File: src/rtl/gf163_pkg.sv
// rtl/gf163_pkg.sv - shared constants, types and halve-mod-f helper for the GF(2^163) divider
package gf163_pkg;

    localparam int M = 163;

    // f(z) = z^163 + z^7 + z^6 + z^3 + 1, including the z^M term
    localparam logic [M:0] POLY = (164'd1 << 163) | 164'hC9;

    localparam int DIV_MAX_CYC = 660;

    typedef logic [M-1:0] fe_t;
    typedef logic [M:0]   fex_t;

    localparam logic [2:0] S_IDLE    = 3'd0;
    localparam logic [2:0] S_SHIFT_U = 3'd1;
    localparam logic [2:0] S_SHIFT_V = 3'd2;
    localparam logic [2:0] S_CHECK   = 3'd3;
    localparam logic [2:0] S_FIN     = 3'd4;

    // Divide a field element by z: an odd element first gets f added so the shift is exact
    function automatic fe_t halve(input fe_t g);
        fex_t t;
        t = {1'b0, g};
        if (g[0]) begin
            t = t ^ POLY;
        end
        return t[M:1];
    endfunction

endpackage

File: src/rtl/gf2_lead_one.sv
// rtl/gf2_lead_one.sv - combinational leading-one index of a binary polynomial
module gf2_lead_one #(
    parameter int W = 164
) (
    input  logic [W-1:0] vec_i,
    output logic [7:0]   idx_o
);

    // Scan upward so the highest set bit is the last to write the index
    always_comb begin
        idx_o = 8'd0;
        for (int i = 0; i < W; i++) begin
            if (vec_i[i]) begin
                idx_o = 8'(i);
            end
        end
    end

endmodule

File: src/rtl/gf163_div.sv
// rtl/gf163_div.sv - sequential GF(2^163) divider q = x / y using binary extended Euclid
module gf163_div
    import gf163_pkg::*;
(
    input  logic         clk,
    input  logic         rst_n,
    input  logic         start,
    input  logic [162:0] x,
    input  logic [162:0] y,
    output logic         busy,
    output logic         done,
    output logic [162:0] q,
    output logic         div_zero
);

    localparam fex_t ONE_X = fex_t'(1);

    logic [2:0] state_q, state_d;
    fex_t       u_q, u_d, v_q, v_d;
    fe_t        g1_q, g1_d, g2_q, g2_d;
    fe_t        res_q, res_d;
    logic       dz_q, dz_d;
    logic       done_q, done_d;
    logic [7:0] deg_u, deg_v;

    gf2_lead_one #(.W(M + 1)) u_lead (.vec_i(u_q), .idx_o(deg_u));
    gf2_lead_one #(.W(M + 1)) v_lead (.vec_i(v_q), .idx_o(deg_v));

    // Invariants kept: g1*y == x*u and g2*y == x*v (mod f); finish when u or v reaches 1
    always_comb begin
        state_d = state_q;
        u_d     = u_q;
        v_d     = v_q;
        g1_d    = g1_q;
        g2_d    = g2_q;
        res_d   = res_q;
        dz_d    = dz_q;
        done_d  = 1'b0;
        case (state_q)
            S_IDLE: begin
                if (start) begin
                    if (y == '0) begin
                        res_d   = '0;
                        dz_d    = 1'b1;
                        state_d = S_FIN;
                    end else begin
                        u_d     = {1'b0, y};
                        v_d     = POLY;
                        g1_d    = x;
                        g2_d    = '0;
                        state_d = S_SHIFT_U;
                    end
                end
            end
            S_SHIFT_U: begin
                if (!u_q[0]) begin
                    u_d  = u_q >> 1;
                    g1_d = halve(g1_q);
                end else begin
                    state_d = S_SHIFT_V;
                end
            end
            S_SHIFT_V: begin
                if (!v_q[0]) begin
                    v_d  = v_q >> 1;
                    g2_d = halve(g2_q);
                end else begin
                    state_d = S_CHECK;
                end
            end
            S_CHECK: begin
                if (u_q == ONE_X) begin
                    res_d   = g1_q;
                    dz_d    = 1'b0;
                    state_d = S_FIN;
                end else if (v_q == ONE_X) begin
                    res_d   = g2_q;
                    dz_d    = 1'b0;
                    state_d = S_FIN;
                end else if (deg_u > deg_v) begin
                    u_d     = u_q ^ v_q;
                    g1_d    = g1_q ^ g2_q;
                    state_d = S_SHIFT_U;
                end else begin
                    v_d     = v_q ^ u_q;
                    g2_d    = g2_q ^ g1_q;
                    state_d = S_SHIFT_V;
                end
            end
            S_FIN: begin
                done_d  = 1'b1;
                state_d = S_IDLE;
            end
            default: begin
                state_d = S_IDLE;
            end
        endcase
    end

    // State and datapath registers; reset abandons any operation in flight
    always_ff @(posedge clk) begin
        if (!rst_n) begin
            state_q <= S_IDLE;
            u_q     <= '0;
            v_q     <= '0;
            g1_q    <= '0;
            g2_q    <= '0;
            res_q   <= '0;
            dz_q    <= 1'b0;
            done_q  <= 1'b0;
        end else begin
            state_q <= state_d;
            u_q     <= u_d;
            v_q     <= v_d;
            g1_q    <= g1_d;
            g2_q    <= g2_d;
            res_q   <= res_d;
            dz_q    <= dz_d;
            done_q  <= done_d;
        end
    end

    assign busy     = (state_q != S_IDLE);
    assign done     = done_q;
    assign q        = res_q;
    assign div_zero = dz_q;

endmodule

File: config.mk
export PLATFORM = sky130hd
export DESIGN_NAME = gf163_div
export DESIGN_NICKNAME = d
export VERILOG_FILES = /design/src/rtl/gf163_pkg.sv /design/src/rtl/gf2_lead_one.sv /design/src/rtl/gf163_div.sv
export SDC_FILE = /design/constraint.sdc
export NUM_CORES = 2
export LEC_CHECK = 0
export CORE_MARGIN = 5
export CORE_UTILIZATION = 30
export CTS_CLUSTER_SIZE = 40
export DETAILED_ROUTE_END_ITERATION = 10
export REMOVE_ABC_BUFFERS = 1
export SLEW_MARGIN = 20
export SYNTH_ARGS = -nofsm -noshare
export SYNTH_HDL_FRONTEND = slang
export SYNTH_SLANG_ARGS = --single-unit
export TNS_END_PERCENT = 30
File: constraint.sdc
create_clock -name clk -period 5.4 [get_ports clk]
set_clock_uncertainty 0.15 [all_clocks]
set_input_delay 0.81 -clock clk [delete_from_list [all_inputs] [get_ports clk]]
set_output_delay 0.81 -clock clk [all_outputs]
set_load 0.05 [all_outputs]
==> flow_summary_export.csv <==
group,metric,value,unit
routing,drc,5,
floorplan,start_util,30.2,%
setup_path,worstSetupPathType,"reg2reg",
logic_synthesis,synth-edff-count,0,
timing,worst_pin_slew,1.10,ns
placed_design,dp_slack,-0.128,ns
routing,firstDrtPassIters,11,
timing,fmax,190,MHz
grt,grt_overflow,0,
routing,num_vias,56506,
timing,layout_setup_ws,0.132,ns
timing,slew_violations,0,
cells_and_area,postLayoutCellArea,62100,um2
clocking,htree_levels,3,
floorplan,core-area,167000,um2
logic_synthesis,synthCells,7147,
logic_synthesis,synthFlopType,"dfxtp_1",
cells_and_area,final_common_cell,"a21oi_1",
grt,antenna_found_initial,18,
logic_synthesis,synth_cell_types,74,
cells_and_area,area_growth,23.2,%
clocking,cts_sinks,822,
clocking,path_clk_slew,0.06,ns
run,drv_cap,0,
routing,drt_iter0_drc,7140,
clocking,clk_path_buf_depth,3,
grt,grt_start_max_net_pins,197,
cells_and_area,layout.nets,7639,
timing,fin_crit,5.27,ns
grt,track_usage,22.8,%
power_and_ir_drop,leakagePower,20.2,nW
run_status,outcome,"complete, but fails checks",
setup_path,critPathCaptureType,"flip-flop",
setup_path,arrival,5.73,ns
timing,hold_viol,0,
cells_and_area,n_fill_cell,17418,
cells_and_area,layout_common_cells,"1192 x a21oi_1, 1035 x nand2_1, 818 x dfxtp_1",
cells_and_area,drive_gt1_share,8.30,%
placed_design,hpwl,141,mm
timing,fin_crit_sh,97.6,%
placed_design,gp_congestion,0.934,
placed_design,dpl-instance-area,58300,um2
logic_synthesis,ys_seq_elements,822,
logic_synthesis,async_flop_share,0,%
routing,detail-route-antenna-nets,0,
logic_synthesis,syn_avg_cell_area,7.05,um2
setup_path,required,5.86,ns
floorplan,dieArea,176000,um2
routing,wl,213,mm
grt,grt_pass1_wl,322,mm
clocking,cts_buffers,102,
clocking,clock-root-buffer,"clkbuf_16",
timing,report.final.setup_viol,0,
setup_path,cp_max_fo,35,
power_and_ir_drop,ir_drop,0.319,mV
timing,rsz0062_at_grt,"true",
clocking,clk_latency,0.74,ns
routing,wire_per_inst,22.2,um
timing,relSlewSlack,26.8,%
run_status,violations,"design-rule violations",
floorplan,die_y,420,um
hold_path,timing.hold.worst.class,"reg2reg",
clocking,hold_buffers,0,
placed_design,port_buffers,494,
floorplan,die_x,420,um
grt,grt_pass1_vias,51835,
power_and_ir_drop,powerDensity,447,nW/um2
floorplan,io_pins,495,
logic_synthesis,syn_area,50400,um2
logic_synthesis,ys_seq_area_share,32.6,%
logic_synthesis,yosysWarnings,0,
clocking,cts_tree,"built",
setup_path,critPathLaunchType,"flip-flop",
routing,via_per_inst,5.88,
floorplan,rows,150,
synthesized netlist by cell type, drive strengths merged (41+ instances only):
master | instances | area, um2
dfxtp | 822 | 16500
nor4 | 161 | 1080
buf | 97 | 523
nand2 | 1037 | 3890
nand4 | 41 | 263
nor3b | 165 | 1240
clkbuf | 628 | 2390
nand2b | 328 | 2050
nor2 | 633 | 2380
nor4b | 163 | 1450
a222oi | 159 | 1590
o21ai | 706 | 3530
o2bb2ai | 160 | 1400
a21oi | 1196 | 6000
inv | 77 | 289
nor3 | 61 | 305
a32o | 63 | 631
a22o | 129 | 1130
o31ai | 185 | 1390
or2 | 131 | 820
logic make-up (layout without fill, tap and decap cells):
group | count (synthesis) | count (layout) | synth area share [%]
flip-flops | 822 | 822 | 32.6
other | 0 | 17 | 0
buffers and inverters | 802 | 1039 | 6.36
AND/OR/NAND/NOR | 2784 | 2784 | 27.5
XOR/XNOR | 9 | 9 | 0.156
AO/OA/AOI/OAI | 2722 | 2722 | 33.1
adder cells (fa/ha/maj) | 8 | 8 | 0.199
final timing paths:
check	to	start	depth (start not counted)	slack, ns
max	u_q[142]	v_q[12]	20	0.13
min	q[55]	q[55]	2	0.30
max reg2reg	u_q[142]	v_q[12]	20	0.13
min reg2reg	q[55]	q[55]	2	0.30
power breakdown:
group	switching, mW	internal (mW)	total [mW]
combinational	7.25	4.63	11.9
sequential	1.63	7.03	8.66
clock	3.02	4.19	7.20
total	11.9	15.9	27.7
sequential cells by signal (all words and copies together) (netlist names):
name,flops
div_zero,1
state_q,3
v_q,164
u_q,164
g1_q,163
q,163
g2_q,163
done,1
per-layer routing:
layer  track usage (%)  wire (um)  up-vias
li1                  -          -    26311
met1              29.6      86700    27050
met2              35.9      96600     2673
met3              3.18      15800      472
met4              13.9      14300        0
met5                 0          0        -
stage by stage:
step	std cells	hold WS [ns]	TNS [ns]	util (%)	power (mW)
after detailed placement	9390	0.293	-7.43	34.9	20.1
after floorplan	6422	0.329	-	-	14.7
after global routing	9602	0.314	-0.0596	37.2	29.2
after global placement	9390	0.291	-4.75	34.9	20.0
after CTS	9579	0.301	0	37.0	27.4
final	9605	0.299	0	37.2	27.7
area by class of cell:
| type | instances | area, um2 | share of cell area, % |
|---|---|---|---|
| multi-input cells | 5523 | 30900 | 49.8 |
| flip-flops and latches | 822 | 16500 | 26.5 |
| inverters | 77 | 297 | 0.477 |
| clock inverters | 32 | 465 | 0.749 |
| clock buffers | 154 | 3040 | 4.89 |
| repair buffers | 776 | 8120 | 13.1 |
| diodes | 17 | 42.5 | 0.0685 |
| well taps | 2204 | 2760 | 4.44 |
critical path: stages (launching register included):
cell      delay [ns]
dfxtp_1         0.32
or4_4           0.55
o211ai_1        0.28
a31oi_1         0.18
o211ai_1        0.28
a311oi_2        0.18
o31ai_2         0.40
a311oi_2        0.18
o31ai_1         0.24
ha_1            0.18
and3_1          0.19
o21ai_0         0.09
a31o_2          0.28
a21oi_2         0.24
nand4_1         0.17
buf_4           0.18
a21oi_4         0.21
buf_4           0.16
buf_12          0.21
o21ai_0         0.14
a32o_1          0.30
what timing repair did:
action                     CTS  global route
setup endpoints to repair  396           568
gates resized for setup      2            17
setup buffers                3             7
cloned                       0             1
pin swaps                    1             9
(Power assumes the default switching activity.)
